### config.mk
export PLATFORM = sky130hd
export DESIGN_NAME = mmio_seg7_flat
export DESIGN_NICKNAME = d
export VERILOG_FILES = /design/src/rtl/mmio_seg7_if.sv /design/src/rtl/mmio_seg7.sv /design/src/flat_wrapper.sv
export SDC_FILE = /design/constraint.sdc
export NUM_CORES = 1
export LEC_CHECK = 0
export ABC_AREA = 0
export ABC_CLOCK_PERIOD_IN_PS = 8700
export CORE_ASPECT_RATIO = 1.25
export CORE_MARGIN = 8
export CORE_UTILIZATION = 30
export DETAILED_ROUTE_END_ITERATION = 8
export PLACE_DENSITY = 0.47
export SLEW_MARGIN = 20
export SYNTH_ARGS = -nofsm -noshare
export SYNTH_HDL_FRONTEND = slang
export SYNTH_SLANG_ARGS = --single-unit
export TNS_END_PERCENT = 10
### constraint.sdc
create_clock -name sys_clk -period 8.7 [get_ports sys_clk]
set_clock_uncertainty 0.05 [all_clocks]
set_input_delay 1.74 -clock sys_clk [delete_from_list [all_inputs] [get_ports sys_clk]]
set_output_delay 1.74 -clock sys_clk [all_outputs]
set_load 0.005 [all_outputs]
### src/rtl/mmio_seg7_if.sv
// MMIO bus bundle for the seven-segment scanner: level requests from the
// master, a one-cycle done pulse and read data from the slave.
interface mmio_seg7_if;
  logic        mmio_read;
  logic        mmio_write;
  logic [31:0] mmio_addr;
  logic [31:0] mmio_write_data;
  logic        mmio_work;
  logic        mmio_done;
  logic [31:0] mmio_read_data;

  modport master (
    output mmio_read, mmio_write, mmio_addr, mmio_write_data,
    input  mmio_work, mmio_done, mmio_read_data
  );

  modport slave (
    input  mmio_read, mmio_write, mmio_addr, mmio_write_data,
    output mmio_work, mmio_done, mmio_read_data
  );
endinterface

### src/rtl/mmio_seg7.sv
// Eight-digit multiplexed seven-segment driver behind a 32-word MMIO window.
// Optional macro MMIO_SEG7_LZ_BLANK_EN blanks leading zero digits in hex mode.
module mmio_seg7 #(
  parameter int unsigned SCAN_DIV = 100000
) (
  input  logic        sys_clk,
  input  logic        rst,
  mmio_seg7_if.slave  mmio,
  output logic [7:0]  seg_n,
  output logic [7:0]  an_n
);

  localparam int PW = (SCAN_DIV > 2) ? $clog2(SCAN_DIV) : 1;
  localparam logic [PW-1:0] PRESC_LAST = PW'(SCAN_DIV - 1);

  logic [31:0]   data_reg;
  logic [7:0]    dp_reg;
  logic [7:0]    en_reg;
  logic          raw_reg;
  logic          done_reg;
  logic [31:0]   rdata_reg;
  logic [PW-1:0] presc_reg;
  logic [2:0]    digit_reg;
  logic          live_reg;

  logic [4:0]    word_idx;
  logic          accept;
  logic [31:0]   reg_word;
  logic [2:0]    digit_next;
  logic [7:0]    seg_pat [8];
  logic [7:0]    digit_on;
  logic          unused_addr_bits;

  function automatic logic [6:0] hex7(input logic [3:0] n);
    logic [6:0] s;
    case (n)
      4'h0: s = 7'h3F;  4'h1: s = 7'h06;  4'h2: s = 7'h5B;  4'h3: s = 7'h4F;
      4'h4: s = 7'h66;  4'h5: s = 7'h6D;  4'h6: s = 7'h7D;  4'h7: s = 7'h07;
      4'h8: s = 7'h7F;  4'h9: s = 7'h6F;  4'hA: s = 7'h77;  4'hB: s = 7'h7C;
      4'hC: s = 7'h39;  4'hD: s = 7'h5E;  4'hE: s = 7'h79;  default: s = 7'h71;
    endcase
    return s;
  endfunction

  assign mmio.mmio_work      = (mmio.mmio_addr[31:16] == 16'hFFFF) &&
                               (mmio.mmio_addr[15:7]  == 9'h004);
  assign mmio.mmio_done      = done_reg;
  assign mmio.mmio_read_data = rdata_reg;
  assign unused_addr_bits    = ^mmio.mmio_addr[1:0];

  assign word_idx = mmio.mmio_addr[6:2];
  // The done cycle itself never accepts, which enforces the 2-cycle spacing.
  assign accept   = !done_reg && (mmio.mmio_read || mmio.mmio_write);

  always_comb begin
    reg_word = '0;
    case (word_idx)
      5'd0:    reg_word = data_reg;
      5'd1:    reg_word = {24'd0, dp_reg};
      5'd2:    reg_word = {24'd0, en_reg};
      5'd3:    reg_word = {31'd0, raw_reg};
      default: reg_word = '0;
    endcase
  end

  always_ff @(posedge sys_clk or posedge rst) begin
    if (rst) begin
      done_reg  <= 1'b0;
      rdata_reg <= '0;
      data_reg  <= '0;
      dp_reg    <= '0;
      en_reg    <= 8'hFF;
      raw_reg   <= 1'b0;
    end else begin
      done_reg  <= accept;
      rdata_reg <= '0;
      if (accept) begin
        if (mmio.mmio_write) begin
          case (word_idx)
            5'd0:    data_reg <= mmio.mmio_write_data;
            5'd1:    dp_reg   <= mmio.mmio_write_data[7:0];
            5'd2:    en_reg   <= mmio.mmio_write_data[7:0];
            5'd3:    raw_reg  <= mmio.mmio_write_data[0];
            default: ;
          endcase
        end else begin
          rdata_reg <= reg_word;
        end
      end
    end
  end

  generate
    for (genvar gi = 0; gi < 8; gi++) begin : g_digit
      localparam logic IS_UNITS = (gi == 0);
      // Raw mode reuses the four DATA bytes for digits 0-3 and again for 4-7.
      assign seg_pat[gi] = raw_reg ? (data_reg[8*(gi%4) +: 8] | {dp_reg[gi], 7'd0})
                                   : {dp_reg[gi], hex7(data_reg[4*gi +: 4])};
`ifdef MMIO_SEG7_LZ_BLANK_EN
      assign digit_on[gi] = en_reg[gi] &
                            (raw_reg | IS_UNITS | (|data_reg[31:4*gi]));
`else
      assign digit_on[gi] = en_reg[gi] & (IS_UNITS | 1'b1);
`endif
    end
  endgenerate

  assign digit_next = digit_reg + 3'd1;

  // Segments load while anodes are dark in a slot's first cycle; the anode
  // turns on in the second cycle and holds for the rest of the slot.
  always_ff @(posedge sys_clk or posedge rst) begin
    if (rst) begin
      presc_reg <= '0;
      digit_reg <= '0;
      live_reg  <= 1'b0;
      an_n      <= 8'hFF;
      seg_n     <= 8'hFF;
    end else if (presc_reg == PRESC_LAST) begin
      presc_reg <= '0;
      digit_reg <= digit_next;
      live_reg  <= 1'b1;
      an_n      <= 8'hFF;
      seg_n     <= ~seg_pat[digit_next];
    end else begin
      presc_reg <= presc_reg + 1'b1;
      if (presc_reg == '0 && live_reg)
        an_n <= digit_on[digit_reg] ? ~(8'd1 << digit_reg) : 8'hFF;
    end
  end

endmodule

### src/flat_wrapper.sv
// flat-port wrapper written by rule: the top's interface ports become plain ports
module mmio_seg7_flat 
#(
  parameter int unsigned SCAN_DIV = 100000
)
  (sys_clk, rst, seg_n, an_n, mmio_mmio_read, mmio_mmio_write, mmio_mmio_addr, mmio_mmio_write_data, mmio_mmio_work, mmio_mmio_done, mmio_mmio_read_data);
  mmio_seg7_if mmio_i ();
  input  logic sys_clk;
  input  logic rst;
  output logic [7:0] seg_n;
  output logic [7:0] an_n;
  input wire logic [$bits(mmio_i.mmio_read)-1:0] mmio_mmio_read;
  input wire logic [$bits(mmio_i.mmio_write)-1:0] mmio_mmio_write;
  input wire logic [$bits(mmio_i.mmio_addr)-1:0] mmio_mmio_addr;
  input wire logic [$bits(mmio_i.mmio_write_data)-1:0] mmio_mmio_write_data;
  output wire logic [$bits(mmio_i.mmio_work)-1:0] mmio_mmio_work;
  output wire logic [$bits(mmio_i.mmio_done)-1:0] mmio_mmio_done;
  output wire logic [$bits(mmio_i.mmio_read_data)-1:0] mmio_mmio_read_data;
  assign mmio_i.mmio_read = mmio_mmio_read;
  assign mmio_i.mmio_write = mmio_mmio_write;
  assign mmio_i.mmio_addr = mmio_mmio_addr;
  assign mmio_i.mmio_write_data = mmio_mmio_write_data;
  assign mmio_mmio_work = mmio_i.mmio_work;
  assign mmio_mmio_done = mmio_i.mmio_done;
  assign mmio_mmio_read_data = mmio_i.mmio_read_data;
  mmio_seg7 #(.SCAN_DIV(SCAN_DIV)) u_core (.sys_clk(sys_clk), .rst(rst), .mmio(mmio_i), .seg_n(seg_n), .an_n(an_n));
endmodule
Word-level counts from Yosys, hierarchy flattened
Memories as Yosys holds them, arrays and structs flattened.
Cells that the tools add are included.
{"block": "totals", "ff_bits": 119, "mem_bits_ro": 896, "output_inout_bits": 50, "elab_cells": 73, "memories": 8}
{"block": "op_classes", "add_sub_neg": 2, "n_lt_le_gt_ge": 2, "eq_ne": 6, "shifts": 1, "mux": 20, "n_bitwise": 11, "n_reduce_logical": 12}
{"name": "(name not given)", "depth": 16, "word_bits": 7, "read_ports": 1, "rd_clocked_by_memory_dff": 0, "write_ports": 0, "line_no": "mmio_seg7.sv:36", "rtl": "case (n)"}
{"name": "(name not given)", "depth": 16, "word_bits": 7, "read_ports": 1, "rd_clocked_by_memory_dff": 0, "write_ports": 0, "line_no": "mmio_seg7.sv:36"}
{"name": "(name not given)", "depth": 16, "word_bits": 7, "read_ports": 1, "rd_clocked_by_memory_dff": 0, "write_ports": 0, "line_no": "mmio_seg7.sv:36"}
{"name": "(name not given)", "depth": 16, "word_bits": 7, "read_ports": 1, "rd_clocked_by_memory_dff": 0, "write_ports": 0, "line_no": "mmio_seg7.sv:36"}
{"name": "(name not given)", "depth": 16, "word_bits": 7, "read_ports": 1, "rd_clocked_by_memory_dff": 0, "write_ports": 0, "line_no": "mmio_seg7.sv:36"}
{"name": "(name not given)", "depth": 16, "word_bits": 7, "read_ports": 1, "rd_clocked_by_memory_dff": 0, "write_ports": 0, "line_no": "mmio_seg7.sv:36"}
{"name": "+2 memories"}
{"op": "case mux 32 bit (4 select lines)", "n": 1}
{"op": "2-to-1 mux 8 bit", "n": 13}
{"op": "2-to-1 mux 32 bit", "n": 2}
{"op": "bitwise OR 8 bit", "n": 8}
{"op": "binary-select mux 8 bit (select 3 bit)", "n": 1}
{"op": "adder 17 x 1 -> 17 bit, second input constant", "n": 1}
{"op": "equality test 17 bit, second input constant", "n": 1}
{"op": "zero test 17 bit", "n": 1}
{"op": "2-to-1 mux 17 bit", "n": 1}
{"op": "equality test 16 bit, second input constant", "n": 1}
{"op": "inverter 8 bit", "n": 2}
{"op": "AND reduction 3 bit", "n": 4}
{"op": "equality test 5 x 2 -> 1 bit, second input constant", "n": 2}
{"op": "equality test 9 x 3 -> 1 bit, second input constant", "n": 1}
{"op": "<< shifter 1 x 3 -> 8 bit, first input constant", "n": 1}
{"op": "equality test 5 x 1 -> 1 bit, second input constant", "n": 1}
{"op": "zero test 5 bit", "n": 1}
{"op": "greater-or-equal comparator 4 bit, second input constant", "n": 1}
{"op": "< comparator 3 x 4 -> 1 bit, second input constant", "n": 1}
{"op": "inverter 3 -> 4 bit", "n": 1}
{"op": "adder 3 x 1 -> 3 bit, second input constant", "n": 1}
{"op": "binary-select mux 1 bit (select 3 bit)", "n": 1}
{"op": "logical AND 1 bit", "n": 3}
{"op": "nonzero test 2 bit", "n": 1}
{"op": "other kinds (3)", "n": 3}

Longest topological paths before layout
Gate-level depths: netlist of run 1.
{"block": "logic_depth", "depth_word": 6, "mapped_depth": 11, "mapped_depth_nobuf": 8}

Worst setup path before layout of run 1
Ideal clock, no wire load.
{"block": "synth_timing", "path_type": "input-to-output", "start": "input mmio_mmio_addr[27]", "end": "output mmio_mmio_work", "t_arrival_ns": 2.362, "required_time_ns": 6.910, "path_slack_ns": 4.548, "stages": 4, "path_cell_list": "nand4_1 > nor4_1 > nand4_1 > nor3_1"}
{"block": "synth_between", "elab_chain_len": 2}
{"element": "start, declared", "line_no": "flat_wrapper.sv:14", "rtl": "input wire logic [$bits(mmio_i.mmio_addr)-1:0] mmio_mmio_addr;"}
{"element": "equality test 16 bit", "line_no": "mmio_seg7.sv:45", "rtl": "assign mmio.mmio_work = (mmio.mmio_addr[31:16] == 16'hFFFF) &&"}
{"element": "logical AND 1 bit", "line_no": "mmio_seg7.sv:45"}
{"element": "end, declared", "line_no": "flat_wrapper.sv:16", "rtl": "output wire logic [$bits(mmio_i.mmio_work)-1:0] mmio_mmio_work;"}
No other way between the ends.

Final worst setup path of run 1
Same ends and word-level chain as after synthesis.

==> results of run 1 <==
==> cell families after synthesis <==
logic type	after synthesis
buffers and inverters	96
and+or+nand+nor	203
AOI/OAI and AO/OA	157
DFF	119
muxes	109
xor gates and xnor gates	16
adders and majority gates	56
==> final cells by class <==
class	instances	area share [%]
repair buffers	123	12.5
multi-input cells	541	44.4
clock inverters	15	1.88
clock buffers	17	4.38
well taps	335	4.31
flip-flops and latches	119	30.9
inverters	41	1.61
==> through the flow <==
stage | hold WS, ns | utilization (%) | cells | area (um2)
3_3_place_gp | 0.401 | 36.0 | 1159 | 9110
4_1_cts | 0.421 | 38.4 | 1191 | 9720
6_report | 0.419 | 38.4 | 1191 | 9720
2_1_floorplan | 0.385 | - | 756 | 7720
5_1_grt | 0.460 | 38.4 | 1191 | 9720
3_5_place_dp | 0.402 | 36.0 | 1159 | 9110
==> cell usage after synthesis (4+ instances only) <==
| master | number | area (um2) |
|---|---|---|
| o21ai_0 | 23 | 115 |
| dfstp_2 | 24 | 631 |
| xnor2_1 | 8 | 70.1 |
| a211oi_1 | 17 | 128 |
| nand3b_1 | 6 | 45.0 |
| nor3_1 | 7 | 35.0 |
| a32oi_1 | 5 | 43.8 |
| ha_1 | 56 | 701 |
| and2_1 | 10 | 62.6 |
| a21boi_0 | 4 | 30.0 |
| o211ai_1 | 10 | 75.1 |
| a221oi_1 | 5 | 43.8 |
| o311ai_0 | 4 | 35.0 |
| nand2_1 | 43 | 161 |
| mux2i_1 | 39 | 390 |
| o2bb2ai_1 | 6 | 52.6 |
| nand3_1 | 16 | 80.1 |
| a21oi_1 | 31 | 155 |
| dfrtp_1 | 95 | 2380 |
| buf_2 | 23 | 115 |
| a2bb2oi_1 | 5 | 43.8 |
| clkbuf_1 | 24 | 90.1 |
| nand2b_1 | 7 | 43.8 |
| nor4_1 | 20 | 125 |
| mux2_2 | 55 | 619 |
| and3_1 | 8 | 50.1 |
| nor2_1 | 51 | 191 |
| buf_1 | 7 | 26.3 |
| mux4_2 | 13 | 293 |
| inv_1 | 40 | 150 |
| o21a_1 | 5 | 37.5 |
| nand4_1 | 8 | 50.1 |
| nor2b_1 | 9 | 56.3 |
| xor2_1 | 8 | 70.1 |
| o31ai_1 | 9 | 67.6 |
==> layer usage <==
metal / part of all wire [%] / vias to the layer above / GRT usage [%]
met1: 44 / 2949 / 17.7
met3: 4.3 / 23 / 3.43
met4: 1.8 / 0 / 4.73
li1: - / 2946 / -
met5: 0 / - / 0
met2: 50 / 141 / 25.0
==> worst max-delay path, cell delays in order <==
cell	delay (ns)
clkdlybuf4s50_1	0.45
nand4_1	0.09
nor4_1	0.30
nand4_1	0.15
nor3_1	0.20
clkdlybuf4s50_1	0.52
==> worst max path at each step <==
stage,from,cells after the start,endpoint
after floorplan,rst,1,u_core.data_reg[0]$_DFFE_PP0P_
after global placement,mmio_mmio_addr[27],6,mmio_mmio_work
after detailed placement,mmio_mmio_addr[27],6,mmio_mmio_work
after CTS,mmio_mmio_addr[27],6,mmio_mmio_work
after global routing,mmio_mmio_addr[27],6,mmio_mmio_work
final,mmio_mmio_addr[27],6,mmio_mmio_work
==> power groups by stage <==
stage | Combinational, W | Sequential (W) | Clock [W]
floorplan | 0.000331 | 0.000638 | 0
global placement | 0.000404 | 0.000702 | 0
detailed placement | 0.000403 | 0.000701 | 0
CTS | 0.000406 | 0.000691 | 0.000766
global route | 0.000448 | 0.000703 | 0.000785
finish | 0.000402 | 0.000691 | 0.000743
==> impl_metrics.toml, run 1 <==
[clock_network]
cts_resized = 0
htreeDepth = 4
ctsHoldBuffers = 0
clk_latency_ns = 0.43
cts_setup_buffers = 0
cts_tree = "yes"
cts_root_buf = "clkbuf_16"
cts_buffers = 17
cts_buffer_depth = 2
cts.sinks = 119
clkSlewWorstSetupHoldPaths_ns = 0.06

[timing]
slew_headroom_pct = 45.9
setup_tns_ns = 0
rsz0062_at_grt = "no"
slew_viol_final = 0
hold_viol = 0
post-route-period-util_pct = 60.3
setup_viol_count_final = 0
min_period_ns = 5.24
tightestPinTransition_ns = 0.812
max_freq_mhz = 191
setup_slack_ns = 3.46

[pwr]
power_w = 0.00184
p_int_w = 0.00124
swShare_pct = 32.7
powerDensity_mw_per_mm2 = 189
p_sw_w = 0.000600
p_leak_nw = 4.01
combPwrFrac_pct = 21.9
pwr-share-clk_pct = 40.4
ir_drop_uv = 129
pwr-share-seq_pct = 37.6

[min_path]
min_from = "u_core.live_reg$_DFFE_PP0N_"
holdPathStages = 1
min_to = "u_core.live_reg$_DFFE_PP0N_"
min_path_type = "reg2reg"

[floorplan]
core_area_mm2 = 0.0253
ioPinCount = 118
initial_core_util_pct = 30.5
num_rows = 65
die_y_um = 195
die_x_um = 159
dieArea_mm2 = 0.0312

[setup_path]
start_kind = "input pin"
cp_max_fo = 1
worstPathRequired_ns = 6.91
reg2reg_depth = 7
endpoint_kind = "primary output"
r2r-start = "u_core.digit_reg[0]$_DFFE_PP0N_"
critical_path_class = "in2out"
ff2ff_setup_slack_ns = 5.99
r2r-end = "u_core.seg_n[2]$_DFFE_PP1N_"
cp.arrival_ns = 3.45

[grt]
grt_start_max_net_pins = 62
grt_pass1_vias = 6267
grt_use_total_pct = 14.6
grt_overflow = 0
antenna_found_initial = 0
grt_first_pass_wirelength_um = 35900

[run_status]
status = "complete, no violations"

[yosys]
syn-cell-area_mm2 = 0.00772
synth-seq-cells = 119
synth.distinct_cells = 64
synth-edff-count = 0
synthXorXnorAreaFrac_pct = 1.82
synth_simple_gate_area_share_pct = 13.6
syn-num-nets = 880
ys_seq_area_share_pct = 39.0
ys_warn_count = 0
synth_ff_type = "dfrtp_1"
muxShareOfSynthArea_pct = 17.2
ys_async_sr_fraction_pct = 100
synth_top_family_by_area = "multiplexers"
synthCells = 756
synth_compound_area_share_pct = 14.3
synth_fa_ha_area_share_pct = 9.08
avgSynthCellArea_um2 = 10.2

[place]
pre_cts_ws_ns = 3.45
detailed_place_hpwl_um = 16000
routabilityCongestion = 0.814
portBuffers = 115

[final_layout]
fillers = 2546
final_common_cell = "clkdlybuf4s50_1"
drive_gt1_share_pct = 16.7
nNetsFinal = 967
syn2layout_area_growth_pct = 25.9
multi_input_area_mm2 = 0.00432
mostFrequentLayoutCells = "clkdlybuf4s50_1, dfrtp_1, ha_1"
seq_area_mm2 = 0.00301
diodes = 0

[routing]
wirelength_um = 22300
vias_per_cell = 5.09
post_drt_wl_per_cell_um = 18.8
remaining_drc_errors = 0
final_antenna_net_count = 0
drtPass1Iterations = 5
vias = 6059
initialDrtViolationCount = 298

[run]
max-cap-violations = 0
No activity file was read; power rests on OpenSTA's default activity.
==> run 2: changes to the inputs <==
Settings changed: ABC_CLOCK_PERIOD_IN_PS 8700 to 4400, PLACE_DENSITY 0.47 to 0.49.
Clock period 8.7 ns to 4.4 ns, I/O delays scaled along.
==> run 2 against run 1 <==
Compared with the run above:
- sequential share of layout area about the same
- clock power is 86% higher
- first-iteration DRC count rose by 34%
- sequential power is 98% higher
- clock-buffer cell count is the same
- critical endpoint unchanged
- combinational power grew 98%
- sequential cell count did not move
- setup slack worse by 2.6 ns
- global-route usage shrank 0.17 points
- total power up 93%
==> impl_metrics.toml, run 2 (synthesized netlist as in run 1, its figures left out) <==
[run_status]
status = "complete, no violations"

[timing]
setup_tns_ns = 0
setup_viol_count_final = 0
slew_viol_final = 0
min_period_ns = 3.50
tightestPinTransition_ns = 0.825
hold_viol = 0
slew_headroom_pct = 45.0
setup_slack_ns = 0.898
max_freq_mhz = 286
rsz0062_at_grt = "no"
post-route-period-util_pct = 79.6

[grt]
grt_use_total_pct = 14.4
grt_overflow = 0
antenna_found_initial = 1
grt_start_max_net_pins = 66
grt_pass1_vias = 6152
grt_first_pass_wirelength_um = 35500

[place]
portBuffers = 115
routabilityCongestion = 0.828
detailed_place_hpwl_um = 15800
pre_cts_ws_ns = 0.857
postPlaceCellArea_mm2 = 0.00914

[pwr]
power_w = 0.00354
p_leak_nw = 4.00
powerDensity_mw_per_mm2 = 364
ir_drop_uv = 240

[routing]
remaining_drc_errors = 0
vias = 6092
wirelength_um = 22000
final_antenna_net_count = 0
post_drt_wl_per_cell_um = 18.5
initialDrtViolationCount = 399
drtPass1Iterations = 4
vias_per_cell = 5.11

[setup_path]
crit_slowest_cell = "clkdlybuf4s50_1"
cpPeakStageDelay_ns = 0.53
cp.arrival_ns = 2.57
start_kind = "input pin"
worstPathRequired_ns = 3.47
endpoint_kind = "primary output"
setup.worst_path.start = "mmio_mmio_addr[27]"
crit_chain = "clkdlybuf4s50_1, nand4_1, nor4_1, nand4_1, nor3_1, clkdlybuf4s50_1"
r2r-start = "u_core.digit_reg[0]$_DFFE_PP0N_"
crit_family = "buffers and inverters"
critical_path_class = "in2out"
cp_max_fo = 1
cp_num_buf_inv = 2

[final_layout]
fillers = 2560
drive_gt1_share_pct = 16.8
seq_area_mm2 = 0.00301
nNetsFinal = 968
stdcell_area_mm2 = 0.00971
final_common_cell = "clkdlybuf4s50_1"
diodes = 0
multi_input_area_mm2 = 0.00432
mostFrequentLayoutCells = "clkdlybuf4s50_1, dfrtp_1, ha_1"
syn2layout_area_growth_pct = 25.8

[clock_network]
clk_latency_ns = 0.43
cts.sinks = 119
cts_buffers = 17
cts_root_buf = "clkbuf_16"
ctsHoldBuffers = 0
cts_setup_buffers = 0
cts_resized = 0
cts_buffer_depth = 2
clkSlewWorstSetupHoldPaths_ns = 0.06
htreeDepth = 4
cts_tree = "yes"

[min_path]
min_path_type = "reg2reg"
min_from = "u_core.live_reg$_DFFE_PP0N_"

[floorplan]
ioPinCount = 118
die_x_um = 159
dieArea_mm2 = 0.0312
core_area_mm2 = 0.0253
die_y_um = 195
num_rows = 65
initial_core_util_pct = 30.5

[run]
max-cap-violations = 0
[run 2: cell type report]
type                            count  share of cell area, %
Inverter                           41                   1.61
Clock inverter                     15                   1.58
Tap cell                          335                   4.31
Sequential cell                   119                   31.0
Timing Repair Buffer              124                   12.7
Clock buffer                       17                   4.38
Multi-Input combinational cell    541                   44.5
[run 2: through the flow]
stage	utilization [%]	cells	hold WS (ns)
floorplan	-	756	0.385
global placement	36.1	1160	0.405
detailed placement	36.1	1160	0.403
CTS	38.4	1192	0.422
global route	38.4	1192	0.439
finish	38.4	1192	0.421
[run 2: per-layer routing]
metal  routed length, um  global-route usage [%]  part of all wire (%)
met5                   0                       0                     0
met2               10900                    24.4                    50
met1                9910                    17.7                    45
met3                 784                    2.95                   3.6
met4                 403                    5.43                   1.8
[run 2: worst reg2reg max path, cell delays in order (launching register included)]
cell and delay [ns]:
dfrtp_2 0.40, inv_2 0.32, ha_1 0.72, a21boi_0 0.50, o31ai_1 0.15, o311ai_0 0.16
o211ai_1 0.21, o21a_1 0.15
[run 2: path summary, 6_finish.rpt]
path,slack [ns],to,depth (start not counted)
worst min-delay path,0.42,u_core.live_reg$_DFFE_PP0N_,1
max in group asynchronous,2.56,u_core.seg_n[4]$_DFFE_PP1N_,3
worst max-delay path,0.90,mmio_mmio_work,6
min in group asynchronous,0.88,u_core.mmio.mmio_read_data[19]$_DFF_PP0_,2
worst min register to register,0.42,u_core.live_reg$_DFFE_PP0N_,1
worst max register to register,1.67,u_core.seg_n[2]$_DFFE_PP1N_,7
[run 2: where the power goes]
group / internal (W) / switching (W) / total, W
Clock: 0.000833 / 0.000543 / 0.00138
Sequential: 0.00118 / 0.000189 / 0.00137
Combinational: 0.000405 / 0.000390 / 0.000795
Total: 0.00242 / 0.00112 / 0.00354
